<file path="config.mk">
export PLATFORM = sky130hd
export DESIGN_NAME = fcmp_pipe
export DESIGN_NICKNAME = d
export VERILOG_FILES = /design/src/rtl/fcmp_pipe.sv
export SDC_FILE = /design/constraint.sdc
export NUM_CORES = 1
export LEC_CHECK = 0
export ABC_AREA = 1
export ABC_CLOCK_PERIOD_IN_PS = 3700
export CAP_MARGIN = 20
export CORE_MARGIN = 2
export CORE_UTILIZATION = 48
export CTS_BUF_LIST = sky130_fd_sc_hd__clkbuf_4
export CTS_CLUSTER_DIAMETER = 200
export DETAILED_ROUTE_END_ITERATION = 10
export PLACE_DENSITY_LB_ADDON = 0.08
export SLEW_MARGIN = 10
export SYNTH_ARGS = -nofsm -noshare
export SYNTH_HDL_FRONTEND = slang
export SYNTH_SLANG_ARGS = --single-unit
</file>
<file path="constraint.sdc">
create_clock -name clk -period 3.7 [get_ports clk]
set_input_delay 0.555 -clock clk [delete_from_list [all_inputs] [get_ports clk]]
set_output_delay 0.555 -clock clk [all_outputs]
set_load 0.02 [all_outputs]
</file>
<file path="src/rtl/fcmp_pipe.sv">
`default_nettype none
// ============================================================================
//  Module      : fcmp_pipe
//  Description : Pipelined IEEE-754 comparator (EQ / LT / LE / UNORD) with
//                NaN and signed-zero handling, a pass-through tag and a
//                global-stall valid/ready pipeline of STAGES registers.
//  Revision    : 1.0 - initial release
// ============================================================================
module fcmp_pipe #(
  parameter int EXP_W  = 8,
  parameter int MAN_W  = 23,
  parameter int STAGES = 2,
  parameter int TAG_W  = 5,
  localparam int W     = 1 + EXP_W + MAN_W
) (
  input  logic             clk,
  input  logic             rstn,
  input  logic [W-1:0]     x1,
  input  logic [W-1:0]     x2,
  input  logic [1:0]       op,
  input  logic [TAG_W-1:0] tag_in,
  input  logic             in_valid,
  output logic             in_ready,
  output logic             y,
  output logic             nan,
  output logic             snan,
  output logic [TAG_W-1:0] tag_out,
  output logic             out_valid,
  input  logic             out_ready
);

  localparam logic [1:0] C_OP_EQ    = 2'b00;
  localparam logic [1:0] C_OP_LT    = 2'b01;
  localparam logic [1:0] C_OP_LE    = 2'b10;
  localparam logic [1:0] C_OP_UNORD = 2'b11;

  // Whole pipeline moves together; it only stalls when the output is full
  // and the consumer is not taking it.
  logic w_adv;
  assign w_adv    = !out_valid || out_ready;
  assign in_ready = w_adv;

  // Operand classification and the ordered relation.
  logic w_a_nan, w_b_nan, w_a_zero, w_b_zero;
  logic w_mag_eq, w_mag_lt, w_both_zero;
  logic w_nan, w_snan, w_eq, w_lt;

  // Combinational classification of the incoming operand pair.
  always_comb begin
    w_a_nan     = (&x1[W-2:MAN_W]) && (|x1[MAN_W-1:0]);
    w_b_nan     = (&x2[W-2:MAN_W]) && (|x2[MAN_W-1:0]);
    w_a_zero    = ~|x1[W-2:0];
    w_b_zero    = ~|x2[W-2:0];
    w_mag_eq    = (x1[W-2:0] == x2[W-2:0]);
    w_mag_lt    = (x1[W-2:0] <  x2[W-2:0]);
    w_both_zero = w_a_zero && w_b_zero;
    w_nan       = w_a_nan || w_b_nan;
    // Signalling NaN: quiet bit (mantissa MSB) clear.
    w_snan      = (w_a_nan && !x1[MAN_W-1]) || (w_b_nan && !x2[MAN_W-1]);
    w_eq        = w_both_zero || ((x1[W-1] == x2[W-1]) && w_mag_eq);
    w_lt        = 1'b0;
    if (!w_both_zero) begin
      if (x1[W-1] != x2[W-1])
        w_lt = x1[W-1];                  // negative A is below positive B
      else if (x1[W-1])
        w_lt = !w_mag_lt && !w_mag_eq;   // both negative: larger magnitude is smaller
      else
        w_lt = w_mag_lt;
    end
    // Unordered operands never satisfy an ordered relation.
    if (w_nan) begin
      w_eq = 1'b0;
      w_lt = 1'b0;
    end
  end

  // Final op decode from the classified relation.
  function automatic logic f_result(input logic [1:0] f_op, input logic f_eq,
                                    input logic f_lt, input logic f_nan);
    logic r;
    case (f_op)
      C_OP_EQ: r = f_eq;
      C_OP_LT: r = f_lt;
      C_OP_LE: r = f_lt || f_eq;
      C_OP_UNORD: r = f_nan;
      default: r = 1'b0;
    endcase
    return r;
  endfunction

  if (STAGES == 1) begin : g_one
    // Single register stage: classification and result captured together.
    always_ff @(posedge clk) begin
      if (!rstn) begin
        out_valid <= 1'b0;
        y         <= 1'b0;
        nan       <= 1'b0;
        snan      <= 1'b0;
        tag_out   <= '0;
      end else if (w_adv) begin
        out_valid <= in_valid;
        y         <= f_result(op, w_eq, w_lt, w_nan);
        nan       <= w_nan;
        snan      <= w_snan;
        tag_out   <= tag_in;
      end
    end
  end else begin : g_multi
    // Stage 1 .. STAGES-1 hold the classified relation; the last stage
    // decodes the op into y.
    logic             r_vld  [STAGES-1];
    logic [1:0]       r_op   [STAGES-1];
    logic             r_eq   [STAGES-1];
    logic             r_lt   [STAGES-1];
    logic             r_nan  [STAGES-1];
    logic             r_snan [STAGES-1];
    logic [TAG_W-1:0] r_tag  [STAGES-1];

    // Classification stage followed by pure delay stages.
    always_ff @(posedge clk) begin
      if (!rstn) begin
        for (int i = 0; i < STAGES-1; i++) begin
          r_vld[i]  <= 1'b0;
          r_op[i]   <= '0;
          r_eq[i]   <= 1'b0;
          r_lt[i]   <= 1'b0;
          r_nan[i]  <= 1'b0;
          r_snan[i] <= 1'b0;
          r_tag[i]  <= '0;
        end
      end else if (w_adv) begin
        r_vld[0]  <= in_valid;
        r_op[0]   <= op;
        r_eq[0]   <= w_eq;
        r_lt[0]   <= w_lt;
        r_nan[0]  <= w_nan;
        r_snan[0] <= w_snan;
        r_tag[0]  <= tag_in;
        for (int i = 1; i < STAGES-1; i++) begin
          r_vld[i]  <= r_vld[i-1];
          r_op[i]   <= r_op[i-1];
          r_eq[i]   <= r_eq[i-1];
          r_lt[i]   <= r_lt[i-1];
          r_nan[i]  <= r_nan[i-1];
          r_snan[i] <= r_snan[i-1];
          r_tag[i]  <= r_tag[i-1];
        end
      end
    end

    // Output stage: op decode and result registers.
    always_ff @(posedge clk) begin
      if (!rstn) begin
        out_valid <= 1'b0;
        y         <= 1'b0;
        nan       <= 1'b0;
        snan      <= 1'b0;
        tag_out   <= '0;
      end else if (w_adv) begin
        out_valid <= r_vld[STAGES-2];
        y         <= f_result(r_op[STAGES-2], r_eq[STAGES-2], r_lt[STAGES-2],
                              r_nan[STAGES-2]);
        nan       <= r_nan[STAGES-2];
        snan      <= r_snan[STAGES-2];
        tag_out   <= r_tag[STAGES-2];
      end
    end
  end

endmodule
`default_nettype wire
</file>
# Word-level counts from Yosys, hierarchy flattened
# Memory sizes are Yosys's and may differ from the RTL's. A register that Yosys moved wholly into a read port is not among the register bits.
# Index checks and enable logic that the tools add are counted.
[word_totals]
memories = 7
latch_bits = 0
romBits = 0
ram_bits = 12
inputBits = 75
wordCells = 76
reg_bits = 2
out_inout_bits = 10
[mem_list]
columns = ["name", "depth", "width", "read_ports", "rd_clocked_by_memory_dff", "write_ports", "line", "text"]
rows = [
  ["g_multi.r_tag", 1, 5, 1, 1, 1, "117", "logic [TAG_W-1:0] r_tag [STAGES-1];"],
  ["g_multi.r_op", 1, 2, 1, 0, 1, "112", "logic [1:0] r_op [STAGES-1];"],
  ["g_multi.r_eq", 1, 1, 1, 0, 1, "113", "logic r_eq [STAGES-1];"],
  ["g_multi.r_lt", 1, 1, 1, 0, 1, "114", "logic r_lt [STAGES-1];"],
  ["g_multi.r_nan", 1, 1, 1, 0, 1, "115", "logic r_nan [STAGES-1];"],
  ["g_multi.r_snan", 1, 1, 1, 1, 1, "116", "logic r_snan [STAGES-1];"],
  ["1 more memories", "--", "--", "--", "--", "--", "--", ""],
]
[classes]
order_cmp = 1
n_shift = 0
n_bitwise = 0
eq_ne = 6
div = 0
muxes = 24
multipliers = 0
n_addsub = 0
reduce_logical = 36
[op_table]
columns = ["cell", "n"]
rows = [
  ["31-bit OR reduction", 2],
  ["23-bit OR reduction", 2],
  ["31-bit equality test", 1],
  ["31-bit < comparator", 1],
  ["1-bit two-way mux", 21],
  ["8-bit AND reduction", 2],
  ["1-bit zero test", 10],
  ["1-bit logical AND", 7],
  ["1-bit logical OR", 5],
  ["5-bit two-way mux", 1],
  ["1-bit OR reduction", 5],
  ["5-bit OR reduction", 1],
  ["2-bit equality test, second input constant", 2],
  ["1-bit one-hot mux with 4 select lines", 1],
  ["2-bit by 1-bit equality test with 1-bit output, second input constant", 1],
  ["2-bit zero test", 1],
  ["2-bit two-way mux", 1],
  ["2-bit OR reduction", 1],
  ["1-bit equality test", 1],
  ["1-bit != test", 1],
]

# Logic depth before layout (Yosys ltp)
[logic_depth]
depth_word = 8
ltp_mapped = 14
ltp_nobuf = 14

# Worst setup path before layout
# No wires, ideal clock.
[synth_timing]
path_kind = "input port to flip-flop"
from = "input x2[14]"
to = "memory g_multi.r_lt[0] (data pin)"
n_path_buf = 0
slack_ns = 1.916
t_required_ns = 3.446
setup_time_ns = 0.254
arrival_ns = 1.530
cell_stages = 13
path_cell_list = "inv_1 -> ha_1 -> nand2_1 -> nor2_1 -> inv_1 -> nor2_1 -> nand2_1 -> nand2_1 -> nand2_1 -> nand2_1 -> nand2_1 -> nand2_1 -> nor2_1"
[synth_between]
elab_chain_len = 8
word_cells_on_any_way = 16
classes_between = "1 x order compare; 1 x eq/ne; 5 x mux; 9 x reduce/logical"
[synth_rtl]
columns = ["item", "line", "text"]
rows = [
  ["start, declared", "19", "input logic [W-1:0] x2,"],
  ["31-bit < comparator or 31-bit equality test (tied branches)", "55, 54", ""],
  ["1-bit zero test", "66", "w_lt = !w_mag_lt && !w_mag_eq;"],
  ["1-bit logical AND", "66", ""],
  ["1-bit two-way mux", "65", "else if (x1[W-1])"],
  ["1-bit two-way mux", "63", "if (x1[W-1] != x2[W-1])"],
  ["1-bit two-way mux", "62", "if (!w_both_zero) begin"],
  ["1-bit two-way mux *", "71", "if (w_nan) begin"],
  ["1-bit two-way mux (no line) *", "--", ""],
  ["end, declared", "114", ""],
]
# Mark *: on every way between the ends. The rest lies on a longest branch, timed or not.

# Worst setup path in the final report
[layout_timing]
from = "input out_ready"
to = "output in_ready"
[layout_between]
elab_chain_len = 1
[layout_rtl]
columns = ["item", "line", "text"]
rows = [
  ["start, declared", "29", "input logic out_ready"],
  ["1-bit logical OR", "40", "assign w_adv = !out_valid || out_ready;"],
  ["end, declared", "23", "output logic in_ready,"],
]
# No other way between the ends.

==> flow_summary.yaml <==
global_route:
  grt.total_usage_pct: 21.37
  grt_overflow: 0
  antenna_found_initial: 0
  grt_max_degree: 14
  grt_pass1_wl_um: 8776
  grt_pass1_vias: 2213
clocking:
  cts_root_buf: "clkbuf_4"
  h-tree-depth: 1
  cts_sinks: 21
  cts_buffer_depth: 2
  clkTransAtPathRegs_ns: 0.12
  cts_resized: 0
  cts_buffers: 3
  cts_tree: "built"
  cts_setup_buffers: 0
  clock_latency_ns: 0.32
  cts_hold_buf: 0
placed_design:
  gp_congestion: 0.8283
  dpl.hpwl_um: 4456
  port_buffers: 84
  preCtsSetupSlack_ns: 1.107
synth:
  ys.flop_type: "edfxtp_1"
  syn_area_um2: 2081
  yosysMostFrequentCell: "nand2_1"
  postSynthAreaPerCell_um2: 6.585
  ys_ff_latch: 21
  synth_top_cell_area_share_pct: 18.64
  postSynthCellCount: 316
  synth_commonest_cells: "77 x nand2_1, 55 x inv_1, 53 x nor2_1"
  synth_fp_nets: 422
  synth_cell_type_count: 25
  ys_warn_count: 0
  synth-edff-count: 12
  ys_seq_area_share_pct: 25.98
  synth.area.top_cells: "ha_1 19%, edfxtp_1 17%, nand2_1 14%"
  yosysTopAreaCell: "ha_1"
  synthArstFlopShare_pct: 0
sta:
  fin_crit_sh_pct: 70.12
  setup_violations: 0
  relSlewSlack_pct: 64.85
  finClkSkew_ns: 0.008891
  worst_pin_slew_ns: 0.5267
  hold_viol_final: 0
  finalMaxSlewViolations: 0
  fin_ws_ns: 1.106
  fmax_mhz: 385.4
  grt_setup_unrepaired: "no"
  fin_crit_ns: 2.594
  setup_tns_ns: 0
layout:
  antennaDiodeCount: 0
  seqCellArea_um2: 540.5
  nFillCells: 361
  nets: 509
  drive_gt1_share_pct: 5.970
  multi_input_area_um2: 1295
  syn_to_final_growth_pct: 44.32
setup_path:
  r2r_start: "out_valid"
  crit_required_ns: 3.14
  worstSetupEndpointType: "primary output"
  startpoint: "out_ready"
  endpoint: "in_ready"
  reg2reg_slack_ns: 2.04
  reg2reg_depth: 3
  crit_path_start_kind: "input pin"
  arrival_ns: 2.04
  worstSetupPathType: "in2out"
  reg2reg_to: "g_multi.r_eq[0]"
  cp_max_fo: 11
detailed_routing:
  vias: 2203
  drt-total-wl_um: 4994
  vias_per_cell: 4.874
  drtIter0Drc: 65
  drtAntennaViolNets: 0
  wl_per_cell_um: 11.05
  drt-pass1-iter-count: 4
  drc: 0
die:
  rows: 23
  die_area_um2: 4878
  io_pins: 85
  initial_core_util_pct: 50.92
  die_w_um: 69.84
  die_y_um: 69.84
  coreArea_um2: 4086
pwr:
  power_density_nw_per_um2: 206.8
  max-vdd-ir-drop_mv: 0.1110
  leakage_nw: 1.490
worst_hold_path:
  holdCritPathClass: "reg2reg"
outcome:
  status: "finished, final reports clean"
flow_run:
  max_cap_viol_count: 0
[per-stage QoR]
stage               area (um2)  hold slack, ns  power (mW)  instances  util (%)
floorplan                 2081          0.4119      0.3847        316         -
global placement          2975          0.4154      0.5051        448     72.81
detailed placement        2975          0.4201      0.5134        448     72.81
CTS                       3003          0.4507      0.6245        452     73.48
global route              3003          0.4819      0.6623        452     73.48
finish                    3003          0.4481      0.6209        452     73.48
[flip-flops by register name, summed over array words and instances, names as in the netlist]
| register | cells |
|---|---|
| snan | 1 |
| g_multi.r_snan | 1 |
| g_multi.r_eq | 1 |
| g_multi.r_op | 2 |
| g_multi.r_tag | 5 |
| g_multi.r_lt | 1 |
| g_multi.r_vld | 1 |
| g_multi.r_nan | 1 |
| out_valid | 1 |
| tag_out | 5 |
| nan | 1 |
| y | 1 |
[worst min-delay path by stage]
stage | start | to | slack [ns] | cells past startpoint
floorplan | g_multi.r_snan[0] | snan | 0.41 | 2
global placement | g_multi.r_tag[0][4] | tag_out[4] | 0.42 | 2
detailed placement | g_multi.r_tag[0][4] | tag_out[4] | 0.42 | 2
CTS | g_multi.r_tag[0][4] | tag_out[4] | 0.45 | 2
global route | g_multi.r_tag[0][2] | tag_out[2] | 0.48 | 2
finish | g_multi.r_tag[0][4] | tag_out[4] | 0.45 | 2
[cells by family after synthesis]
group / Yosys count / synth area share, %
DFF: 21 / 25.98
buffers and inverters: 65 / 11.79
adders and majority gates: 31 / 18.64
xor gates and xnor gates: 1 / 0.4210
and+or+nand+nor: 180 / 38.06
AOI/OAI and AO/OA: 18 / 5.111
[where the power goes]
part	leakage [nW]	switching, mW	internal, mW
sequential	0.213	0.00587	0.261
clock	0.0177	0.0733	0.0405
combinational	1.26	0.111	0.129
[cells in the final DEF, fill, tap and decap left out]
cell type / netlist / routed
xor2_1: 1 / 1
a21o_1: 2 / 2
nand2_2: 1 / 1
ha_1: 31 / 31
clkdlybuf4s50_1: 0 / 84
nor3_1: 3 / 3
a21oi_1: 13 / 13
o211ai_1: 1 / 1
nor2_2: 9 / 9
nor2_1: 53 / 53
a211o_1: 1 / 1
nor2_8: 1 / 1
clkinv_1: 1 / 1
dfxtp_1: 9 / 9
clkinv_2: 0 / 1
inv_2: 7 / 7
nand3_1: 24 / 24
nand3_2: 1 / 1
nor3b_2: 1 / 1
edfxtp_1: 12 / 12
clkbuf_4: 0 / 3
nand2_1: 77 / 77
inv_1: 55 / 55
o21ba_1: 1 / 1
nand3b_1: 1 / 1
nand4_1: 9 / 9
[critical path, stage by stage]
cell and delay [ns]:
clkdlybuf4s50_1 0.41, nor2_2 0.44, inv_1 0.08, clkdlybuf4s50_1 0.55
[routing by layer]
metal | global-route usage [%] | share of wire [%] | vias up
met1 | 25.22 | 44 | 966
li1 | - | - | 1175
met5 | 0 | 0 | -
met3 | 2.035 | 3.9 | 9
met4 | 6.197 | 1.7 | 0
met2 | 40.42 | 51 | 53
[final cells by class]
class / instances / share of cell area (%)
multi-input cells: 230 / 43.12
well taps: 50 / 2.083
repair buffers: 84 / 28.00
clock inverters: 1 / 0.1667
clock buffers: 3 / 0.7500
flip-flops and latches: 21 / 18.00
inverters: 63 / 7.875
(Power assumes the default switching activity.)
